[src/rtl/inst_fetch_if.sv]
// Fetch-stage bundle: imem request/response, redirect input and the {pc, inst} hand-off to decode.
// The master modport is the fetch stage; the slave modport is memory, branch logic and decode together.
interface inst_fetch_if;
  logic        imem_req_valid;
  logic [31:0] imem_req_addr;
  logic        imem_req_ready;
  logic        imem_rsp_valid;
  logic [31:0] imem_rsp_data;
  logic        redirect_valid;
  logic [31:0] redirect_pc;
  logic        if_valid;
  logic [31:0] if_pc;
  logic [31:0] if_inst;
  logic        id_ready;
  logic        fetch_err;

  modport master (
    output imem_req_valid, imem_req_addr,
    input  imem_req_ready, imem_rsp_valid, imem_rsp_data,
    input  redirect_valid, redirect_pc,
    output if_valid, if_pc, if_inst,
    input  id_ready,
    output fetch_err
  );

  modport slave (
    input  imem_req_valid, imem_req_addr,
    output imem_req_ready, imem_rsp_valid, imem_rsp_data,
    output redirect_valid, redirect_pc,
    input  if_valid, if_pc, if_inst,
    output id_ready,
    input  fetch_err
  );
endinterface

[src/rtl/inst_fetch.sv]
// Instruction fetch: owns the PC, issues in-order word fetches and buffers the returned words
// for decode; a redirect flushes the buffer and drops every response still in flight.
module inst_fetch #(
  parameter logic [31:0] RESET_PC   = 32'h0000_0000,
  parameter int          FIFO_DEPTH = 2
) (
  input  logic         clk,
  input  logic         rst,
  inst_fetch_if.master bus
);
  localparam int PTR_W = (FIFO_DEPTH > 1) ? $clog2(FIFO_DEPTH) : 1;
  localparam int CNT_W = $clog2(FIFO_DEPTH + 1);
  localparam logic [CNT_W-1:0] DEPTH_C = CNT_W'(FIFO_DEPTH);

  typedef enum logic [1:0] {BOOT, RUN, FLUSH} state_t;

  state_t           state;
  logic [31:0]      pc;
  logic [31:0]      slot_pc   [FIFO_DEPTH];
  logic [31:0]      slot_inst [FIFO_DEPTH];
  logic [FIFO_DEPTH-1:0] slot_full;
  logic [PTR_W-1:0] wr_ptr;
  logic [PTR_W-1:0] fill_ptr;
  logic [PTR_W-1:0] rd_ptr;
  logic [CNT_W-1:0] used;
  logic [CNT_W-1:0] outstanding;
  logic [CNT_W-1:0] discard;
  logic             fetch_err_q;

  logic             req_fire;
  logic             pop;
  logic             rsp_take;
  logic             rsp_fill;
  logic             rsp_drop;
  logic [CNT_W-1:0] in_flight;
  logic [CNT_W-1:0] redirect_discard;

  // A slot is reserved at accept time, so 'used' already covers both buffered and outstanding words.
  assign bus.imem_req_valid = (state == RUN) && !bus.redirect_valid && (used < DEPTH_C);
  assign bus.imem_req_addr  = pc;
  assign bus.if_valid       = slot_full[rd_ptr];
  assign bus.if_pc          = slot_pc[rd_ptr];
  assign bus.if_inst        = slot_inst[rd_ptr];
  assign bus.fetch_err      = fetch_err_q;

  assign req_fire         = bus.imem_req_valid && bus.imem_req_ready;
  assign pop              = bus.if_valid && bus.id_ready;
  assign in_flight        = outstanding + discard;
  // Responses with nothing in flight (e.g. stale ones across a reset) are ignored.
  assign rsp_take         = bus.imem_rsp_valid && (in_flight != '0);
  assign rsp_fill         = rsp_take && (discard == '0) && !bus.redirect_valid;
  assign rsp_drop         = rsp_take && (discard != '0) && !bus.redirect_valid;
  assign redirect_discard = in_flight - CNT_W'(rsp_take);

  always_ff @(posedge clk or posedge rst) begin
    if (rst) begin
      state       <= BOOT;
      pc          <= RESET_PC;
      slot_full   <= '0;
      wr_ptr      <= '0;
      fill_ptr    <= '0;
      rd_ptr      <= '0;
      used        <= '0;
      outstanding <= '0;
      discard     <= '0;
      fetch_err_q <= 1'b0;
      for (int i = 0; i < FIFO_DEPTH; i++) begin
        slot_pc[i]   <= '0;
        slot_inst[i] <= '0;
      end
    end else if (bus.redirect_valid) begin
      // Everything still in flight becomes discard; the FIFO restarts empty at the new PC.
      pc          <= {bus.redirect_pc[31:2], 2'b00};
      fetch_err_q <= fetch_err_q | (bus.redirect_pc[1:0] != 2'b00);
      slot_full   <= '0;
      wr_ptr      <= '0;
      fill_ptr    <= '0;
      rd_ptr      <= '0;
      used        <= '0;
      outstanding <= '0;
      discard     <= redirect_discard;
      state       <= (redirect_discard != '0) ? FLUSH : RUN;
    end else begin
      case (state)
        BOOT:    state <= RUN;
        RUN:     state <= RUN;
        FLUSH:   if (rsp_drop && (discard == CNT_W'(1))) state <= RUN;
        default: state <= BOOT;
      endcase

      if (req_fire) begin
        slot_pc[wr_ptr] <= pc;
        wr_ptr          <= wr_ptr + PTR_W'(1);
        pc              <= pc + 32'd4;
      end

      if (rsp_fill) begin
        slot_inst[fill_ptr] <= bus.imem_rsp_data;
        slot_full[fill_ptr] <= 1'b1;
        fill_ptr            <= fill_ptr + PTR_W'(1);
      end

      if (pop) begin
        slot_full[rd_ptr] <= 1'b0;
        rd_ptr            <= rd_ptr + PTR_W'(1);
      end

      used        <= used + CNT_W'(req_fire) - CNT_W'(pop);
      outstanding <= outstanding + CNT_W'(req_fire) - CNT_W'(rsp_fill);
      discard     <= discard - CNT_W'(rsp_drop);
    end
  end
endmodule

[src/flat_wrapper.sv]
// flat-port wrapper written by rule: the top's interface ports become plain ports
module inst_fetch_flat 
#(
  parameter logic [31:0] RESET_PC   = 32'h0000_0000,
  parameter int          FIFO_DEPTH = 2
)
  (clk, rst, bus_imem_req_valid, bus_imem_req_addr, bus_imem_req_ready, bus_imem_rsp_valid, bus_imem_rsp_data, bus_redirect_valid, bus_redirect_pc, bus_if_valid, bus_if_pc, bus_if_inst, bus_id_ready, bus_fetch_err);
  inst_fetch_if bus_i ();
  input  logic clk;
  input  logic rst;
  output wire logic [$bits(bus_i.imem_req_valid)-1:0] bus_imem_req_valid;
  output wire logic [$bits(bus_i.imem_req_addr)-1:0] bus_imem_req_addr;
  input wire logic [$bits(bus_i.imem_req_ready)-1:0] bus_imem_req_ready;
  input wire logic [$bits(bus_i.imem_rsp_valid)-1:0] bus_imem_rsp_valid;
  input wire logic [$bits(bus_i.imem_rsp_data)-1:0] bus_imem_rsp_data;
  input wire logic [$bits(bus_i.redirect_valid)-1:0] bus_redirect_valid;
  input wire logic [$bits(bus_i.redirect_pc)-1:0] bus_redirect_pc;
  output wire logic [$bits(bus_i.if_valid)-1:0] bus_if_valid;
  output wire logic [$bits(bus_i.if_pc)-1:0] bus_if_pc;
  output wire logic [$bits(bus_i.if_inst)-1:0] bus_if_inst;
  input wire logic [$bits(bus_i.id_ready)-1:0] bus_id_ready;
  output wire logic [$bits(bus_i.fetch_err)-1:0] bus_fetch_err;
  assign bus_imem_req_valid = bus_i.imem_req_valid;
  assign bus_imem_req_addr = bus_i.imem_req_addr;
  assign bus_i.imem_req_ready = bus_imem_req_ready;
  assign bus_i.imem_rsp_valid = bus_imem_rsp_valid;
  assign bus_i.imem_rsp_data = bus_imem_rsp_data;
  assign bus_i.redirect_valid = bus_redirect_valid;
  assign bus_i.redirect_pc = bus_redirect_pc;
  assign bus_if_valid = bus_i.if_valid;
  assign bus_if_pc = bus_i.if_pc;
  assign bus_if_inst = bus_i.if_inst;
  assign bus_i.id_ready = bus_id_ready;
  assign bus_fetch_err = bus_i.fetch_err;
  inst_fetch #(.RESET_PC(RESET_PC), .FIFO_DEPTH(FIFO_DEPTH)) u_core (.clk(clk), .rst(rst), .bus(bus_i));
endmodule
[config.mk]
export PLATFORM = sky130hd
export DESIGN_NAME = inst_fetch_flat
export DESIGN_NICKNAME = d
export VERILOG_FILES = /design/src/rtl/inst_fetch_if.sv /design/src/rtl/inst_fetch.sv /design/src/flat_wrapper.sv
export SDC_FILE = /design/constraint.sdc
export NUM_CORES = 1
export LEC_CHECK = 0
export BUFFER_PORTS_ARGS = -buffer_cell sky130_fd_sc_hd__clkbuf_2
export CORE_UTILIZATION = 30
export CTS_CLUSTER_DIAMETER = 80
export CTS_CLUSTER_SIZE = 20
export DETAILED_ROUTE_END_ITERATION = 6
export PLACE_DENSITY = 0.53
export REMOVE_ABC_BUFFERS = 1
export SYNTH_ARGS = -nofsm -noshare
export SYNTH_HDL_FRONTEND = slang
export SYNTH_SLANG_ARGS = --single-unit
export TNS_END_PERCENT = 100
[constraint.sdc]
create_clock -name clk -period 7.2 [get_ports clk]
set_clock_uncertainty 0.2 [all_clocks]
set_input_delay 0.72 -clock clk [delete_from_list [all_inputs] [get_ports clk]]
set_output_delay 0.72 -clock clk [all_outputs]
set_load 0.03 [all_outputs]
==> results of run 1 <==
## metal layers
layer	global-route usage (%)	routed length, um
met1	20.7	9770
met2	21.3	8670
met3	4.13	1200
met4	3.02	40
met5	0	0
## power breakdown
part	internal (uW)	switching [uW]	total, uW
logic	661	811	1470
clock network	452	421	873
registers	1290	230	1520
## sequential cells by signal, summed over array words and instances, names as in the netlist
register / count
u_core.fill_ptr: 1
u_core.discard: 2
u_core.wr_ptr: 1
u_core.slot_pc: 60
u_core.used: 2
u_core.rd_ptr: 1
u_core.slot_inst: 64
u_core.state: 2
u_core.outstanding: 2
u_core.bus.fetch_err: 1
u_core.bus.imem_req_addr: 30
u_core.slot_full: 2
## kinds of logic after synthesis
| group | Yosys count |
|---|---|
| flops | 168 |
| compound gates | 78 |
| fa+ha+maj | 8 |
| mux | 185 |
| other cells | 1 |
| buf+inv | 57 |
| xor+xnor | 11 |
| simple gates | 134 |
## cells in the mapped netlist (all sizes together) (6+ instances only)
cell | count | area, um2
xor2 | 7 | 68.8
buf | 28 | 189
nand4 | 13 | 81.3
clkbuf | 16 | 60.1
nand3 | 14 | 75.1
nor2 | 28 | 105
a221o | 6 | 60.1
mux2 | 182 | 2160
o21ai | 30 | 150
dfrtp | 168 | 4200
ha | 8 | 100
o311ai | 9 | 78.8
inv | 13 | 48.8
a21oi | 6 | 30.0
nand2 | 41 | 154
and3 | 7 | 43.8
## path summary, 6_finish.rpt
path | to | cells after the start | start | slack, ns
worst max-delay path | u_core.slot_pc[56] | 6 | bus_redirect_valid | 4.08
worst min-delay path | u_core.bus.fetch_err | 1 | u_core.bus.fetch_err | 0.28
worst max register to register | u_core.bus.imem_req_addr[31] | 5 | u_core.bus.imem_req_addr[9] | 4.41
worst min register to register | u_core.bus.fetch_err | 1 | u_core.bus.fetch_err | 0.28
max in group asynchronous | u_core.rd_ptr | 3 | rst | 4.90
min in group asynchronous | u_core.slot_inst[62] | 2 | rst | 0.29
## cells in the final DEF, fill, tap and decap left out, types with 5 or more instances in the layout
cell | netlist | final
buf_4 | 4 | 8
clkbuf_2 | 0 | 164
ha_1 | 8 | 8
inv_1 | 12 | 11
nor3_1 | 5 | 5
dfrtp_1 | 168 | 167
nor2_1 | 28 | 28
o21ai_0 | 30 | 30
nand4_1 | 13 | 13
clkbuf_16 | 0 | 17
a21oi_1 | 6 | 6
mux2_2 | 153 | 153
nand3_1 | 13 | 13
inv_6 | 0 | 5
and3_1 | 7 | 7
nand2_1 | 41 | 41
nor2b_1 | 5 | 5
a221o_1 | 6 | 6
o311ai_0 | 9 | 9
a32oi_1 | 5 | 5
a31oi_1 | 5 | 5
mux2_4 | 29 | 29
xor2_1 | 6 | 6
## through the flow
stage	power, uW	hold slack (ns)	utilization (%)	instances	worst slack [ns]
3_5_place_dp	3020	0.257	35.0	1108	3.64
2_1_floorplan	2620	0.244	-	601	1.73
5_1_grt	4090	0.307	37.1	1140	3.95
6_report	3870	0.277	37.1	1141	4.08
4_1_cts	3910	0.280	37.1	1140	4.03
3_3_place_gp	3000	0.253	35.0	1108	3.73
## worst register-to-register path: cells and delay by family, from the launching register on
| family | cells | cell delay [ns] |
|---|---|---|
| flip-flops | 1 | 0.56 |
| AND/OR/NAND/NOR | 5 | 1.99 |
## final cells by class
class	count	area, um2	share of cell area [%]
flip-flops and latches	168	4210	43.2
multi-input cells	420	3640	37.3
repair buffers	172	881	9.04
clock buffers	18	429	4.40
well taps	335	419	4.30
clock inverters	14	115	1.18
inverters	13	53.8	0.552
diodes	1	2.50	0.0257
==> PnR_summary.wiki, run 1 <==
{| class="wikitable"
! Metric !! Value
|-
| Total Neg Setup Slack || 0 ns
|-
| Pins over their slew limit || 0
|-
| Peak supply drop || about 160 uV
|-
| Number of filler instances in the final layout || 2600
|-
| Combined global-route utilization of all metal layers || between 10 and 15%
|-
| Result of the run || finished, violations left
|-
| Iter 0 DRT Violations || approximately 280
|-
| Die Y || ~170 um
|-
| Count of state elements after synthesis || roughly 170
|-
| CTS Buf Count || 17
|-
| Simple-gate share of the synthesized area || 8.61%
|-
| Drt drc || 26
|-
| Synthesis warning total || 0
|-
| Lkg Pwr || 0.00479 uW
|-
| Vias per cell || 4.86
|-
| Post-detailed-routing wire length || 19700 um
|-
| Residual overflow from global routing || 0
|-
| Die Span X || ~170 um
|-
| FFs w/ async S/R, synth || 100%
|-
| Xor and xnor area share after synthesis || roughly 1.3%
|-
| Final Net Count || 870
|-
| Area added between synthesis and finish || 20.0%
|-
| Worst Tran Pin Value || approximately 1.1 ns
|-
| Post-CTS resize count || 0
|-
| Number of buffers inserted for hold repair after clock tree synthesis || 0
|-
| Number of distinct library cells after synthesis || about 50
|-
| Maximum number of buffers from clock root to sink || 2
|-
| Clock period minus worst slack || 3.12 ns
|-
| Compound-Gate Fraction of Synth Area || between 6 and 7%
|-
| Number of vias in the routed layout || roughly 5.5k
|-
| Synthesized netlist cell count || 642
|-
| Data required, critical path || between 7 and 8 ns
|-
| Global-route wire length before repair || around 31000 um
|-
| Standard-cell rows || between 50 and 60
|-
| Worst setup path class || in2reg
|-
| Launching element type of the critical path || input port
|-
| Cell area after layout || ~0.0097 mm2
|-
| Tcrit/Tclk final || about 43%
|-
| Share of synthesized area spent on multiplexers || 26.9%
|-
| Num Clock Sinks || about 170
|-
| Routed wirelength normalized by instance count || 17.2 um
|-
| Worst-Skew Late Latency || 0.42 ns
|-
| CP max FO || 33
|-
| Gate family responsible for the most delay along the worst path || simple AND/OR/NAND/NOR gates
|-
| Fin. Hold Viols || 0
|-
| Highest cell delay on the worst timing path || approximately 0.61 ns
|-
| Number of synthesized flops with an enable pin || 0
|-
| Layout cell share with drive strength beyond 1 || 49.3%
|-
| Count of endpoints failing setup in the final report || 0
|-
| Post-synthesis sequential area ratio || between 50% and 60%
|-
| Combinational family with the most area after synthesis || multiplexers
|-
| Arrival time at the worst endpoint || roughly 3.2 ns
|-
| Number of max-capacitance violations reported || 0
|-
| Cell area after technology mapping || 0.00813 mm2
|-
| Maximum number of pins on one net before global-route repair || between 100 and 150
|-
| Max frequency || 321 MHz
|-
| Die area || about 0.028 mm2
|-
| Initial Utilization || roughly 31%
|-
| Dpl cell area || approximately 0.0092 mm2
|-
| Critical Path Sink Type || flop
|-
| Violations in the final reports || DRC
|-
| Critical path, cell by cell || clkbuf_2 > nor4b_4 > nand2_1 > inv_2 > nand2b_2 > mux2_2
|-
| Number of antenna violations at the first check in global routing || 0
|-
| Clock tree from TritonCTS || yes
|-
| Via count of the first global-routing pass || ~5.5k
|-
| Total power per unit cell area || around 400 mW/mm2
|-
| Slew Limit Headroom || between 20% and 30%
|-
| IO buf count || about 160
|-
| Final HPWL DP || approximately 13000 um
|-
| Number of buffer and inverter instances along the worst setup path || 2
|-
| Routability Congestion || between 0.7 and 0.8
|-
| Number of placed I/O pins || about 170
|-
| Share of synthesized cell area in full adder, half adder and majority cells || under 10%
|-
| Root Buffer Master || clkbuf_16
|-
| Tightest Hold Check Type || reg2reg
|-
| Buffers inserted by post-CTS timing repair || 0
|-
| Cell with the biggest individual delay on the critical path || nand2b_2
|-
| Setup repair after global routing missed its margin || no
|-
| Remaining antenna violation count after routing || 0
|-
| CTS clock-pin slew for the worst setup and hold paths || 0.08 ns
|-
| Core area || ~0.026 mm2
|-
| Maximum level of the CTS H-tree || 4
|-
| Total iterations of the first detailed-routing run || 7
|-
| Average cell area after synthesis || approximately 13 um2
|-
| Leading register cell type out of synthesis || dfrtp_1
|}
No activity file was read; power rests on OpenSTA's default activity.
==> run 2, diff against run 1 <==
clock period = 3 ns   (was 7.2 ns; I/O delays follow)
==> run 2 against run 1 <==
Effect of this change: the flow still finishes with violations (DRC); clock power rose to 2.7 times the previous value; via count rose by 5.1%; sequential share of layout area fell by 3.3 points; cell count rose by 6.3%; worst hold slack got worse by 0.19 ns; wire length rose by 3.5%; sequential power rose by 140%; die area did not move; critical path depth did not move; sequential cell count did not move; non-clock buffer count rose by 73; setup slack got worse by 3.8 ns.
==> PnR_summary.wiki, run 2 (same netlist as run 1, synthesis figures left out) <==
{| class="wikitable"
! Metric !! Value
|-
| Result of the run || finished, violations left
|-
| Violations in the final reports || DRC
|-
| Remaining antenna violation count after routing || 0 (unchanged)
|-
| Post-placement setup slack || 0.376 ns (-3.26 ns)
|-
| Critical path, cell by cell || ha_1 > nand3_1 > nor4_2 > nand4_1 > a21o_1 > a221o_1
|-
| Final HPWL DP || 13100 um (+2.2%)
|-
| Worst Tran Pin Value || 0.744 ns (-0.349 ns)
|-
| Max reg flops || 64 (unchanged)
|-
| Critical Path Sink Type || flop
|-
| Standard-cell rows || 59 (unchanged)
|-
| Core area || 0.0263 mm2 (unchanged)
|-
| Maximum number of pins on one net before global-route repair || 57 (-45%)
|-
| Critical register-to-register path startpoint || u_core.bus.imem_req_addr[3]
|-
| Most common cell after layout, fill and taps aside || dfrtp_1
|-
| Critical path launch point || u_core.bus.imem_req_addr[3]
|-
| Vias per cell || 4.80 (-1.1%)
|-
| Num Clock Sinks || 168 (unchanged)
|-
| Die area || 0.0278 mm2 (unchanged)
|-
| Critical path depth || 6 (unchanged)
|-
| Number of buffer and inverter instances along the worst setup path || 0 (-2)
|-
| CP max FO || 8 (-76%)
|-
| Cell with the biggest individual delay on the critical path || nor4_2
|-
| Worst-Skew Late Latency || 0.43 ns (about the same)
|-
| Drt drc || 13 (-50%)
|-
| CTS Buf Count || 17 (unchanged)
|-
| Area added between synthesis and finish || 30.0%
|-
| Area used by multi-input combinational logic || 0.00364 mm2 (unchanged)
|-
| Launching element type of the critical path || flop
|-
| Initial Utilization || 30.9% (unchanged)
|-
| CTS clock-pin slew for the worst setup and hold paths || 0.07 ns (about the same)
|-
| Tcrit/Tclk final || between 80 and 90%
|-
| Pins over their slew limit || 0 (unchanged)
|-
| IO buf count || 164 (unchanged)
|-
| Routed wirelength normalized by instance count || 16.8 um (-2.6%)
|-
| Commonest cells after routing, fill and taps aside || dfrtp_1 (167), clkbuf_2 (164), mux2_2 (153), dlygate4sd3_1 (66), nand2_1 (41)
|-
| Fin. Hold Viols || 0 (unchanged)
|-
| Peak supply drop || 519 uV (+220%)
|-
| Post-detailed-routing wire length || 20400 um (+3.5%)
|-
| Setup repair after global routing missed its margin || no
|-
| Buffers inserted by post-CTS timing repair || 0 (unchanged)
|-
| Max frequency || approximately 370 MHz
|-
| Highest cell delay on the worst timing path || 0.72 ns (+0.11 ns)
|-
| Tightest Hold Check Type || in2reg
|-
| Number of placed I/O pins || 169 (unchanged)
|-
| Final Net Count || 943 (+8.4%)
|-
| Lkg Pwr || 0.00513 uW (+7.3%)
|-
| Maximum number of buffers from clock root to sink || 2 (unchanged)
|-
| R2R Setup Slk || 0.33 ns (-4.08 ns)
|-
| FF-to-FF End || u_core.bus.imem_req_addr[22]
|-
| Worst setup path class || reg2reg
|-
| Post-route total power || 9630 uW (+150%)
|-
| Count of endpoints failing setup in the final report || 0 (unchanged)
|-
| Total Neg Setup Slack || 0 ns (unchanged)
|-
| Clock period minus worst slack || 2.67 ns
|-
| Data required, critical path || 3.12 ns (-4.18 ns)
|-
| Die Y || 167 um (unchanged)
|-
| End point of the critical path || u_core.bus.imem_req_addr[22]
|-
| Number of filler instances in the final layout || 2522 (-3.0%)
|-
| Iter 0 DRT Violations || 204 (-27%)
|-
| Clock tree from TritonCTS || yes
|-
| Gate family responsible for the most delay along the worst path || simple AND/OR/NAND/NOR gates
|-
| Antenna diodes || 0 (-1)
|-
| Residual overflow from global routing || 0 (unchanged)
|-
| Crit path setup slack, layout || 0.327 ns (-3.76 ns)
|-
| Slew Limit Headroom || 50.0% (+23 points)
|-
| Number of vias in the routed layout || 5822 (+5.1%)
|-
| Post-CTS resize count || 0 (unchanged)
|-
| Root Buffer Master || clkbuf_16
|-
| Most flops, register || u_core.slot_inst
|-
| Combined global-route utilization of all metal layers || 14.9% (+0.51 points)
|-
| Maximum level of the CTS H-tree || 4 (unchanged)
|-
| Global-route wire length before repair || 32700 um (+4.0%)
|-
| Die Span X || 167 um (unchanged)
|-
| Via count of the first global-routing pass || 5820 (+6.0%)
|-
| Layout cell share with drive strength beyond 1 || 45.9% (-3.4 points)
|-
| Number of cell instances on the worst register-to-register path || 6 (+1)
|-
| Arrival time at the worst endpoint || 2.79 ns (-0.43 ns)
|-
| Total iterations of the first detailed-routing run || 7 (unchanged)
|-
| Number of max-capacitance violations reported || 0 (unchanged)
|-
| Storage element area || 0.00421 mm2 (unchanged)
|-
| Routability Congestion || 0.718 (-2.7%)
|-
| Number of antenna violations at the first check in global routing || 0 (unchanged)
|-
| Total power per unit cell area || 912 mW/mm2 (+130%)
|}
==> run 2: cell count changes in the layout (fill, tap and decap cells not counted), moves of 2 or more <==
cell           change
dlygate4sd3_1     +66
buf_4              +4
buf_12             +3
bufinv_16          +3
clkinv_4           -3
clkinv_2           -2
==> run 2: layer usage <==
metal,part of all wire (%),track usage (%),vias to the layer above
met5,0,0,-
met4,0.95,4.03,0
met3,5.5,3.26,15
met2,46,23.3,163
met1,48,20.7,2877
li1,-,-,2767
==> run 2: timing repair <==
| item | CTS | global route |
|---|---|---|
| hold buffers | 66 | 0 |
| hold endpoints to repair | 146 | 0 |
| endpoints found under the setup margin | 0 | 0 |
==> run 2: layout make-up <==
type	count	share of cell area (%)
Timing Repair Buffer	245	15.4
Inverter	13	0.509
Clock inverter	12	1.56
Tap cell	335	3.97
Multi-Input combinational cell	420	34.5
Sequential cell	168	39.8
Clock buffer	20	4.23
==> run 2: metrics by stage <==
stage / cell area, um2 / hold slack, ns / cells / utilization [%]
after floorplan: 7890 / 0.163 / 601 / -
after global placement: 9290 / 0.187 / 1115 / 35.4
after detailed placement: 9290 / 0.186 / 1115 / 35.4
after CTS: 10600 / 0.0626 / 1213 / 40.2
after global routing: 10600 / 0.134 / 1213 / 40.2
final: 10600 / 0.0865 / 1213 / 40.2
==> run 2: how the worst min path moves through the flow <==
stage                  startpoint  cells after the start                      endpoint
2_1_floorplan  bus_redirect_valid                      1                 u_core.wr_ptr
3_3_place_gp                  rst                      2          u_core.slot_inst[53]
3_5_place_dp                  rst                      2          u_core.slot_inst[37]
4_1_cts        bus_imem_req_ready                      4  u_core.bus.imem_req_addr[31]
5_1_grt        bus_imem_req_ready                      4  u_core.bus.imem_req_addr[31]
6_report       bus_imem_req_ready                      4  u_core.bus.imem_req_addr[31]
==> run 2: worst reg2reg max path: stages, from the launching register on <==
cell and delay, ns:
dfrtp_1 0.48, ha_1 0.24, nand3_1 0.21, nor4_2 0.72, nand4_1 0.21, a21o_1 0.22, a221o_1 0.28
==> run 2: where the power goes <==
part | leakage, uW | internal (uW) | switching [uW] | total (uW)
clock | 0.000294 | 1350 | 998 | 2350
combinational | 0.00268 | 1660 | 1990 | 3650
sequential | 0.00216 | 3110 | 527 | 3630
==> run 3, diff against run 2 <==
MAX_ROUTING_LAYER = met4   (was default)
==> run 3 against run 2 <==
Effect of this change: the run still ends with DRC left; cell area stayed put; core utilization stayed put; largest cell class unchanged; sequential share of layout area stayed put; sequential power hardly changed; combinational power hardly changed; largest power group unchanged.
==> PnR_summary.wiki, run 3 (same netlist as run 1, synthesis figures left out) <==
{| class="wikitable"
! Metric !! Value
|-
| CP max FO || 8 (unchanged)
|-
| Critical register-to-register path startpoint || u_core.bus.imem_req_addr[3]
|-
| Combined global-route utilization of all metal layers || 15.4% (+0.47 points)
|-
| Number of antenna violations at the first check in global routing || 0 (unchanged)
|-
| Worst-Skew Late Latency || 0.43 ns (about the same)
|-
| Area used by multi-input combinational logic || 0.00364 mm2 (unchanged)
|-
| Most common cell after layout, fill and taps aside || dfrtp_1
|-
| Antenna diodes || 0 (unchanged)
|-
| Cell with the biggest individual delay on the critical path || nor4_2
|-
| CTS clock-pin slew for the worst setup and hold paths || 0.07 ns (about the same)
|-
| Number of placed I/O pins || 169 (unchanged)
|-
| Post-placement setup slack || 0.376 ns (unchanged)
|-
| Tightest Hold Check Type || in2reg
|-
| Pins over their slew limit || 0 (unchanged)
|-
| Number of filler instances in the final layout || 2522 (unchanged)
|-
| Post-route total power || 9640 uW (about the same)
|-
| Cell area after layout || 0.0106 mm2 (unchanged)
|-
| Routed wirelength normalized by instance count || 16.8 um (about the same)
|-
| Maximum level of the CTS H-tree || 4 (unchanged)
|-
| Clock tree from TritonCTS || yes
|-
| Violations in the final reports || DRC
|-
| Critical path, cell by cell || ha_1 > nand3_1 > nor4_2 > nand4_1 > a21o_1 > a221o_1
|-
| Die Span X || 167 um (unchanged)
|-
| Standard-cell rows || 59 (unchanged)
|-
| Routability Congestion || 0.726 (+1.2%)
|-
| Post-detailed-routing wire length || 20400 um (about the same)
|-
| Highest metal used || met4
|-
| Maximum number of buffers from clock root to sink || 2 (unchanged)
|-
| Vias per cell || 4.77 (-0.67%)
|-
| Slew Limit Headroom || 50.0% (about the same)
|-
| Routed wire length on met2 || 9250 um (-0.40%)
|-
| Critical Path Sink Type || flop
|-
| IO buf count || 164 (unchanged)
|-
| Max reg flops || 64 (unchanged)
|-
| Commonest cells after routing, fill and taps aside || dfrtp_1 (167), clkbuf_2 (164), mux2_2 (153), dlygate4sd3_1 (66), nand2_1 (41)
|-
| Result of the run || finished, violations left
|-
| Count of endpoints failing setup in the final report || 0 (unchanged)
|-
| Area added between synthesis and finish || 30.0% (unchanged)
|-
| Crit path setup slack, layout || 0.336 ns (+0.00840 ns)
|-
| Total Neg Setup Slack || 0 ns (unchanged)
|-
| Maximum number of pins on one net before global-route repair || 57 (unchanged)
|-
| Remaining antenna violation count after routing || 0 (unchanged)
|-
| Non-filler cells in the finished layout || 1213 (unchanged)
|-
| Max frequency || 375 MHz (+0.32%)
|-
| Most flops, register || u_core.slot_inst
|-
| Global-route wire length before repair || 32700 um (about the same)
|-
| Drt drc || 13 (unchanged)
|-
| Total power per unit cell area || 913 mW/mm2 (about the same)
|-
| Final Net Count || 943 (unchanged)
|-
| Storage element area || 0.00421 mm2 (unchanged)
|-
| FF-to-FF End || u_core.bus.imem_req_addr[22]
|-
| Dpl cell area || 0.00929 mm2 (unchanged)
|-
| Number of vias in the routed layout || 5783 (-0.67%)
|-
| Gate family responsible for the most delay along the worst path || simple AND/OR/NAND/NOR gates
|-
| Core area || 0.0263 mm2 (unchanged)
|-
| R2R Setup Slk || 0.34 ns (about the same)
|-
| Cell internal pwr || 6120 uW (about the same)
|-
| Arrival time at the worst endpoint || 2.78 ns (about the same)
|-
| Num Clock Sinks || 168 (unchanged)
|-
| Portion of total power attributed to the clock network || 24.4% (about the same)
|-
| Launch instance of the worst min-delay path || bus_imem_req_ready
|-
| End point of the worst hold path || u_core.bus.imem_req_addr[31]
|-
| Number of max-capacitance violations reported || 0 (unchanged)
|-
| Worst setup path class || reg2reg
|-
| Fin. Hold Viols || 0 (unchanged)
|-
| CTS Buf Count || 17 (unchanged)
|-
| Final HPWL DP || 13100 um (unchanged)
|-
| Total instance count after detailed placement || 1115 (unchanged)
|-
| Fraction of power spent switching nets || 36.6% (+0.056 points)
|-
| Initial Utilization || 30.9% (unchanged)
|-
| Data required, critical path || 3.12 ns (about the same)
|-
| Portion of total power attributed to sequential cells || 37.7% (about the same)
|-
| Met3 Wirelength || 953 um (-15%)
|-
| Lkg Pwr || 0.00513 uW (unchanged)
|-
| Post-CTS resize count || 0 (unchanged)
|-
| Setup repair after global routing missed its margin || no
|-
| Total iterations of the first detailed-routing run || 7 (unchanged)
|-
| Root Buffer Master || clkbuf_16
|-
| Die area || 0.0278 mm2 (unchanged)
|-
| Iter 0 DRT Violations || 212 (+3.9%)
|-
| Layout cell share with drive strength beyond 1 || 45.9% (unchanged)
|-
| Residual overflow from global routing || 0 (unchanged)
|-
| Via count of the first global-routing pass || 5826 (+0.10%)
|-
| Worst hold stages || 4 (unchanged)
|-
| Tcrit/Tclk final || 88.8% (-0.28 points)
|-
| Routed length on met1 || 9990 um (+2.3%)
|-
| Peak supply drop || 517 uV (-0.41%)
|-
| Clock period minus worst slack || 2.66 ns (-0.00840 ns)
|-
| Number of buffer and inverter instances along the worst setup path || 0 (unchanged)
|-
| Die Y || 167 um (unchanged)
|-
| Net Sw Power || 3520 uW (+0.25%)
|-
| Highest cell delay on the worst timing path || 0.72 ns (about the same)
|-
| Launching element type of the critical path || flop
|-
| Logic pwr share || 37.9% (about the same)
|-
| Number of cell instances on the worst register-to-register path || 6 (unchanged)
|-
| Worst Tran Pin Value || 0.744 ns (+0.0000851 ns)
|}
-- run 3: cell counts in the layout (fill, tap and decap cells not counted) --
Identical to the previous run, type by type.
-- run 3: tightest hold or removal path: cells and delay by family --
kind            cells  cell delay, ns
compound gates      1            0.07
buf+inv             1            0.11
simple gates        2            0.20
-- run 3: power groups by stage --
stage | Sequential (uW) | Combinational (uW) | Clock [uW]
6_report | 3630 | 3650 | 2360
5_1_grt | 3760 | 3910 | 2490
4_1_cts | 3630 | 3680 | 2410
3_5_place_dp | 3670 | 3590 | 0
3_3_place_gp | 3650 | 3570 | 0
2_1_floorplan | 3640 | 2660 | 0
-- run 3: area by class of cell --
| type | instances | share of cell area (%) |
|---|---|---|
| inverters | 13 | 0.509 |
| clock inverters | 12 | 1.56 |
| multi-input cells | 420 | 34.5 |
| clock buffers | 20 | 4.23 |
| well taps | 335 | 3.97 |
| flip-flops and latches | 168 | 39.8 |
| repair buffers | 245 | 15.4 |
-- run 3: through the flow --
stage	hold slack, ns	util (%)
6_report	0.0844	40.2
5_1_grt	0.134	40.2
4_1_cts	0.0626	40.2
3_5_place_dp	0.186	35.4
3_3_place_gp	0.187	35.4
2_1_floorplan	0.163	-
-- run 3: how the worst max path moves through the flow --
stage / from / endpoint / depth (start not counted)
detailed placement: u_core.bus.imem_req_addr[2] / u_core.bus.imem_req_addr[22] / 6
CTS: u_core.bus.imem_req_addr[2] / u_core.bus.imem_req_addr[22] / 6
finish: u_core.bus.imem_req_addr[3] / u_core.bus.imem_req_addr[22] / 6
global placement: u_core.bus.imem_req_addr[2] / u_core.bus.imem_req_addr[22] / 6
floorplan: rst / u_core.bus.fetch_err / 1
global route: u_core.bus.imem_req_addr[2] / u_core.bus.imem_req_addr[30] / 7
-- run 3: timing repair --
item	4_1_cts	5_1_grt
endpoints found under the hold margin	146	0
buffers inserted	0	0
hold buffers	66	0
-- run 3: layer usage --
metal	vias to the layer above	track usage (%)
met4	0	4.03
met5	-	-
li1	2768	-
met1	2855	21.0
met2	147	23.3
met3	13	2.92
